[config.mk]
export PLATFORM = sky130hd
export DESIGN_NAME = pll_lock_sequencer
export DESIGN_NICKNAME = d
export VERILOG_FILES = /design/src/rtl/pll_seq_pkg.sv /design/src/rtl/sync_2ff.sv /design/src/rtl/pll_lock_sequencer.sv
export SDC_FILE = /design/constraint.sdc
export NUM_CORES = 1
export LEC_CHECK = 0
export CAP_MARGIN = 15
export CORE_MARGIN = 2
export CORE_UTILIZATION = 50
export CTS_BUF_LIST = sky130_fd_sc_hd__clkbuf_8
export DETAILED_ROUTE_END_ITERATION = 12
export PLACE_DENSITY = 0.74
export SETUP_SLACK_MARGIN = 0.1
export SKIP_CTS_REPAIR_TIMING = 1
export SLEW_MARGIN = 40
export SYNTH_ARGS = -nofsm -noshare
export SYNTH_HDL_FRONTEND = slang
export SYNTH_SLANG_ARGS = --single-unit
[constraint.sdc]
create_clock -name clock -period 2.1 [get_ports clock]
set_clock_uncertainty 0.15 [all_clocks]
set_input_delay 0.42 -clock clock [delete_from_list [all_inputs] [get_ports clock]]
set_output_delay 0.42 -clock clock [all_outputs]
set_load 0.005 [all_outputs]
[src/rtl/pll_seq_pkg.sv]
// pll_seq_pkg: shared types and helpers for the PLL lock sequencer.
// The state encoding is fixed at 3 bits so that debug taps and checkers see stable values.
package pll_seq_pkg;

  typedef enum logic [2:0] {
    PLL_RST   = 3'd0,
    WAIT_LOCK = 3'd1,
    STABLE    = 3'd2,
    RUN       = 3'd3,
    FAULT     = 3'd4
  } state_t;

  // Largest of three cycle counts; sizes the shared state timer.
  function automatic int max3(input int a, input int b, input int c);
    int m;
    m = (a > b) ? a : b;
    return (m > c) ? m : c;
  endfunction

endpackage

[src/rtl/sync_2ff.sv]
// sync_2ff: two-flop synchroniser for a single asynchronous level.
// Both flops reset to 0, so a missing PLL reads as "not locked" during and after reset.
module sync_2ff (
  input  logic clock,
  input  logic reset_n,
  input  logic d,
  output logic q
);

  logic meta;

  // Shift the asynchronous input through two flops on the reference clock.
  always_ff @(posedge clock or negedge reset_n) begin
    if (!reset_n) begin
      meta <= 1'b0;
      q    <= 1'b0;
    end else begin
      meta <= d;
      q    <= meta;
    end
  end

endmodule

[src/rtl/pll_lock_sequencer.sv]
// pll_lock_sequencer: pulses PLL RESETB, waits for LOCK with timeout/retry, requires LOCK to be
// stable before releasing the downstream reset, and pulls that reset back on any lock loss.
// Runs entirely on the reference clock; the PLL output clock is never used.
// Optional feature macro: LOCK_LOSS_COUNTER_EN (saturating count of lock losses while in RUN).
// restart is a single-cycle pulse sampled on the clock; it overrides every other transition.
module pll_lock_sequencer
  import pll_seq_pkg::*;
#(
  parameter int RST_CYCLES    = 16,
  parameter int LOCK_TIMEOUT  = 12000,
  parameter int STABLE_CYCLES = 1200,
  parameter int MAX_RETRIES   = 3,
  parameter int CNT_W         = 8
) (
  input  logic             clock,
  input  logic             reset_n,
  input  logic             locked,
  input  logic             restart,
  output logic             pll_resetb,
  output logic             sys_reset_n,
  output logic             ready,
  output logic             fault,
  output logic [CNT_W-1:0] lock_loss_cnt,
  output state_t           state_dbg
);

  localparam int TIMER_MAX = max3(RST_CYCLES, LOCK_TIMEOUT, STABLE_CYCLES);
  localparam int TW        = $clog2(TIMER_MAX + 1);
  localparam int RW        = $clog2(MAX_RETRIES + 1);

  state_t          state;
  state_t          next_state;
  logic [TW-1:0]   timer;
  logic [RW-1:0]   retries;
  logic            locked_s;
  logic            rst_done;
  logic            lock_timeout;
  logic            stable_done;
  logic            last_retry;
  logic            pll_resetb_d;
  logic            run_d;
  logic            fault_d;

  sync_2ff u_lock_sync (
    .clock   (clock),
    .reset_n (reset_n),
    .d       (locked),
    .q       (locked_s)
  );

  // The timer restarts at 0 on every state change, so each terminal count is "value minus one".
  assign rst_done     = (timer == TW'(RST_CYCLES - 1));
  assign lock_timeout = (timer == TW'(LOCK_TIMEOUT - 1));
  assign stable_done  = (timer == TW'(STABLE_CYCLES - 1));
  assign last_retry   = (retries == RW'(MAX_RETRIES - 1));
  assign state_dbg    = state;

  // State register.
  always_ff @(posedge clock or negedge reset_n) begin
    if (!reset_n) state <= PLL_RST;
    else          state <= next_state;
  end

  // Next-state decode; restart wins over everything else.
  always_comb begin
    next_state = state;
    if (restart) begin
      next_state = PLL_RST;
    end else begin
      unique case (state)
        PLL_RST:   if (rst_done) next_state = WAIT_LOCK;
        WAIT_LOCK: begin
          if (locked_s)          next_state = STABLE;
          else if (lock_timeout) next_state = last_retry ? FAULT : PLL_RST;
        end
        STABLE: begin
          if (!locked_s)        next_state = WAIT_LOCK;
          else if (stable_done) next_state = RUN;
        end
        RUN:       if (!locked_s) next_state = PLL_RST;
        FAULT:     next_state = FAULT;
        default:   next_state = PLL_RST;
      endcase
    end
  end

  // Output decode from the next state, so registered outputs change on the same edge as the state.
  always_comb begin
    pll_resetb_d = (next_state == WAIT_LOCK) || (next_state == STABLE) || (next_state == RUN);
    run_d        = (next_state == RUN);
    fault_d      = (next_state == FAULT);
  end

  // Output registers; ready and sys_reset_n share one decode so they can never disagree.
  always_ff @(posedge clock or negedge reset_n) begin
    if (!reset_n) begin
      pll_resetb  <= 1'b0;
      sys_reset_n <= 1'b0;
      ready       <= 1'b0;
      fault       <= 1'b0;
    end else begin
      pll_resetb  <= pll_resetb_d;
      sys_reset_n <= run_d;
      ready       <= run_d;
      fault       <= fault_d;
    end
  end

  // State timer: cleared on any state change or restart; frozen in RUN/FAULT so it cannot wrap.
  always_ff @(posedge clock or negedge reset_n) begin
    if (!reset_n) begin
      timer <= '0;
    end else if (restart || (next_state != state)) begin
      timer <= '0;
    end else if ((state == PLL_RST) || (state == WAIT_LOCK) || (state == STABLE)) begin
      timer <= timer + 1'b1;
    end
  end

  // Retry counter: one per lock timeout, cleared by restart or on reaching RUN.
  always_ff @(posedge clock or negedge reset_n) begin
    if (!reset_n) begin
      retries <= '0;
    end else if (restart) begin
      retries <= '0;
    end else if ((next_state == RUN) && (state != RUN)) begin
      retries <= '0;
    end else if ((state == WAIT_LOCK) && !locked_s && lock_timeout) begin
      retries <= retries + 1'b1;
    end
  end

`ifdef LOCK_LOSS_COUNTER_EN
  logic [CNT_W-1:0] loss_cnt;

  // Count lock losses seen in RUN (even if restart coincides); saturate, clear only on reset_n.
  always_ff @(posedge clock or negedge reset_n) begin
    if (!reset_n) begin
      loss_cnt <= '0;
    end else if ((state == RUN) && !locked_s && (loss_cnt != {CNT_W{1'b1}})) begin
      loss_cnt <= loss_cnt + 1'b1;
    end
  end

  assign lock_loss_cnt = loss_cnt;
`else
  assign lock_loss_cnt = '0;
`endif

endmodule
* Word level (Yosys, flattened, before mapping)
Cells that the tools add are included.
Operators by class: add/sub/neg operators 2, multiply operators 0, div/mod/pow operators 0, order comparisons 0, equal/unequal tests 14, shifts and indexed selects 0, multiplexer cells 14, bitwise logic cells 0, reduce and logical (&&, ||, !) cells 12
Operator list (count):
- 14-bit 2-to-1 mux | 2
- 3-bit 2-to-1 mux | 8
- 3-bit one-hot mux with 5 select lines | 1
- 14-bit by 1-bit adder with 14-bit output (second input constant) | 1
- 14-bit by 11-bit equality test with 1-bit output (second input constant) | 1
- 14-bit equality test (second input constant) | 1
- 14-bit by 4-bit equality test with 1-bit output (second input constant) | 1
- 3-bit by 2-bit equality test with 1-bit output (second input constant) | 4
- 3-bit by 1-bit equality test with 1-bit output (second input constant) | 2
- 3-bit equality test (second input constant) | 2
- 2-bit 2-to-1 mux | 3
- 1-bit logical OR | 5
- 1-bit logical AND | 3
- 3-bit logical NOT | 1
- 3-bit by 2-bit inequality test with 1-bit output (second input constant) | 1
- 3-bit inequality test | 1
- 3-bit nonzero test | 1
- 2-bit by 1-bit adder with 2-bit output (second input constant) | 1
- 2-bit equality test (second input constant) | 1
- 2-bit nonzero test | 1
- 1-bit logical NOT | 1
Word-level totals: register bits 24, bits in latches 0, memory bits (writable) 0, memory bits (read-only) 0, bits of input ports 4, memories kept 0

* Logic depth before layout (Yosys ltp)
depth in word-level cells 10, mapped depth 7, gate-level depth less buffers 6

* Modules after synthesis
Synthesis repeated with hierarchy kept, for this count alone.
Second synthesis, totals: cell total of the unflattened synthesis 135, area, all modules 1357.6 µm²
Modules (own cells, without submodules):
- pll_lock_sequencer | instances 1, cells an instance 133, area an instance 1307.5 µm²
- sync_2ff | instances 1, cells an instance 2, area an instance 50.0 µm²

* Least setup slack after synthesis
No wires, ideal clock.
path type register to register, start point register timer[0], end point register timer[1], arrival 1.943 ns, required time 1.877 ns, setup slack -0.066 ns, cell stages (with the launch flop) 8, path through dfrtp_1 ha_1 or3b_1 nor4_2 o32a_2 o2111ai_1 clkbuf_8 a21oi_2
On the way: word-level cells in the longest chain between the ends 8, elaborated cells between the ends (all ways) 16, those cells by class add/sub: 1; eq/ne: 4; mux: 9; reduce/logical: 2
Ends and longest elaborated chain:
- from (decl) | line pll_lock_sequencer.sv:33 | logic [TW-1:0] timer;
- from (signal assigned) | line pll_lock_sequencer.sv:116 | timer <= timer + 1'b1;
- 14-bit by 11-bit equality test with 1-bit output / 14-bit equality test (equally long branches) | line pll_lock_sequencer.sv:54, pll_lock_sequencer.sv:53
- 3-bit 2-to-1 mux (on tied branches) | line pll_lock_sequencer.sv:78, pll_lock_sequencer.sv:74
- 3-bit 2-to-1 mux (on tied branches) | line pll_lock_sequencer.sv:77, pll_lock_sequencer.sv:73
- 3-bit one-hot mux with 5 select lines | line pll_lock_sequencer.sv:70 | unique case (state)
- 3-bit 2-to-1 mux | line pll_lock_sequencer.sv:67 | if (restart) begin
- 3-bit inequality test | line pll_lock_sequencer.sv:113 | end else if (restart || (next_state != state)) begin
- 1-bit logical OR | line pll_lock_sequencer.sv:113
- 14-bit 2-to-1 mux / 2-bit nonzero test (equally long branches)
Several ways; a longest one is shown, not always the timed one. The select of a mux whose other input is x is not followed. A chain may end at the register's enable or synchronous reset.

* Worst setup path in the final report
start point register timer[1], end point register timer[13]
Same word-level chain as after synthesis.

==> flow_summary.yaml <==
cts:
  cts.path.max_buffers: 2
  clkTransAtPathRegs_ps: 80
  cts_tree: "built"
  htree_levels: 1
  cts-root-buf: "clkbuf_8"
  cts_buffers: 3
  clock_latency_ps: 270
  cts.sinks: 24
power_and_ir_drop:
  leakage_nw: 0.782
  p_per_area_nw_per_um2: 454
  p_total_w: 0.000827
  irDropWorstVdd_mv: 0.403
global_route:
  antenna_found_initial: 0
  grt-ovfl-total: 0
  grt_pass1_wl_um: 5170
  first_global_vias: 1115
  gr-usage-all-layers: 0.205
  grt_max_degree: 25
synth:
  ys_types: 40
  postSynthRegisterBits: 24
  avgSynthCellArea_sq_um: 10.3
  synthCells: 138
  synth_fa_ha_area_frac: 0.0176
  seq_area_frac_synth: 0.423
  yosys_warnings: 0
  synth_edf_count: 0
  yosys.area_share.simple: 0.194
  synth_compound_area_frac: 0.144
  synth_xor_area_frac: 0.0924
  synthMuxAreaShare: 0.0141
  synth_area_leaders: "dfrtp_1 42%, a21oi_2 6.8%, xor2_1 5.5%, buf_4 4.8%, xnor2_1 3.7%"
  synth_top_family_by_area: "simple AND/OR/NAND/NOR gates"
  synth_top_area_share: 0.423
  synth_top_cells_by_count: "24 x dfrtp_1, 13 x nor2_1, 11 x a21oi_2"
  yosys.area.top_type: "dfrtp_1"
  synthFlopType: "dfrtp_1"
  synthArstFlopShare: 1.00
  syn_area_sq_um: 1420
  synth_most_common_cell: "dfrtp_1"
setup_path:
  worstReg2RegEnd: "timer[13]"
  r2r-start: "timer[1]"
  r2r_setup_slack_ps: -40
  cp-end-kind: "register"
  r2r_cells: 7
  critPathArrivalTime_ps: 2190
  cp_max_fo: 5
  cp_slowest_cell: "or3b_4"
  cp-start-kind: "register"
  critPathLaunch: "timer[1]"
  worstPathCellList: "ha_2, or3b_4, nor4_4, o32a_4, o2111ai_2, buf_4, a21oi_1"
  worstSetupPathType: "register to register"
  critPathRequiredTime_ps: 2150
  cp-endpoint: "timer[13]"
  slowest_delay_ps: 410
timing:
  worstMarginPinSlew_ps: 504
  drv_slew: 0
  grt_setup_unrepaired: "yes"
  hold_viol: 0
  setup_ws_ps: -36.1
  fin_tns_setup_ps: -155
  max-slew-margin-rel: 0.661
  period_needed_ps: 2140
  worst_hold_slack_ps: 210
  period_share: 1.02
  fmax_mhz: 468
  setup_viol: 10
routing:
  drtIter0Drc: 44
  vias_per_cell: 5.69
  route.detailed.drc: 0
  first_pass_iters: 4
  wl_per_cell_um: 15.7
  drtAntennaViolNets: 0
  num_vias: 1149
  routed_wl_um: 3170
finish:
  syn_to_final_growth_pct: 28.1
  antenna-diode-count: 0
  nNetsFinal: 179
  drive_gt1_frac: 0.380
  fin_area_sq_um: 1820
run:
  maxCapViolCount: 0
outcome:
  violations: "negative setup slack"
  status: "complete, but fails checks"
die:
  core_area_sq_um: 2730
  rows: 19
  ios: 19
  die_w_um: 57.3
  die-area_sq_um: 3290
  initial_core_util: 0.520
  die_h_um: 57.3
min_path:
  hp-class: "register to register"
placed_design:
  portBuffers: 10
  placed_area_sq_um: 1660
  place_congestion: 0.945
  hpwl_um: 2250
-- layout by cell type, fill, tap and decap left out, types with 2 or more instances in the layout --
cell type / count
a21oi_2: 11
and2_4: 2
and4_1: 2
buf_4: 26
buf_6: 3
clkbuf_8: 3
clkdlybuf4s50_1: 10
conb_1: 8
dfrtp_1: 24
inv_1: 4
mux2i_1: 2
nand2_1: 5
nand3_1: 5
nand3b_1: 2
nand4_1: 6
nor2_1: 11
nor3_1: 3
nor4_4: 2
o21ai_0: 3
or4_4: 2
xnor2_1: 5
xor2_1: 9
-- critical path: cells and delay by family, from the launching register on --
kind / cells / cell delay [ps]
AOI/OAI and AO/OA: 3 / 530
and+or+nand+nor: 2 / 610
adders and majority gates: 1 / 190
DFF: 1 / 360
buffers and inverters: 1 / 210
-- cell families (layout without fill, tap and decap cells) --
kind of cell,Yosys count,count (layout)
buffers and inverters,21,47
AOI/OAI and AO/OA,24,24
other,1,8
DFF,24,24
muxes,2,2
xor gates and xnor gates,15,15
and+or+nand+nor,49,49
adders and majority gates,2,2
-- worst min path at each step --
stage / startpoint / to / slack [ps] / cells after the start
after global placement: u_lock_sync.meta / u_lock_sync.q / 180 / 0
after detailed placement: u_lock_sync.meta / u_lock_sync.q / 200 / 0
after global routing: u_lock_sync.meta / u_lock_sync.q / 220 / 0
final: u_lock_sync.meta / u_lock_sync.q / 210 / 0
after CTS: u_lock_sync.meta / u_lock_sync.q / 210 / 0
after floorplan: reset_n / fault / -30 / 0
-- metrics by stage --
step                      utilization  setup WS, ps  instances
final                           0.666         -36.1        202
after global routing            0.666          -142        202
after CTS                       0.622         -33.0        198
after detailed placement        0.607         -53.7        195
after global placement          0.607          18.1        195
after floorplan                     -          64.3        145
-- registers in the layout, summed over array words and instances (netlist names) --
register / cells
timer: 14
u_lock_sync.meta: 1
u_lock_sync.q: 1
fault: 1
ready: 1
retries: 2
state_dbg: 3
pll_resetb: 1
-- cell type report --
class	instances	area, sq um
Tap cell	31	38.8
Multi-Input combinational cell	100	792
Timing Repair Buffer	39	329
Inverter	5	18.8
Sequential cell	24	601
Clock buffer	3	41.3
Fill cell	224	913
-- power by group --
part | internal [W] | switching (W)
Sequential | 0.000469 | 0.00000394
Combinational | 0.0000390 | 0.0000451
Clock | 0.000129 | 0.000142
Total | 0.000636 | 0.000191
-- layer usage --
metal | up-vias | global-route usage | routed length (um) | part of all wire
met3 | 7 | 0.0295 | 139 | 0.044
met1 | 566 | 0.270 | 1370 | 0.43
li1 | 536 | - | - | -
met4 | 0 | 0.0930 | 80 | 0.025
met5 | - | 0 | 0 | 0
met2 | 40 | 0.335 | 1580 | 0.50
No activity file was read; power rests on OpenSTA's default activity.
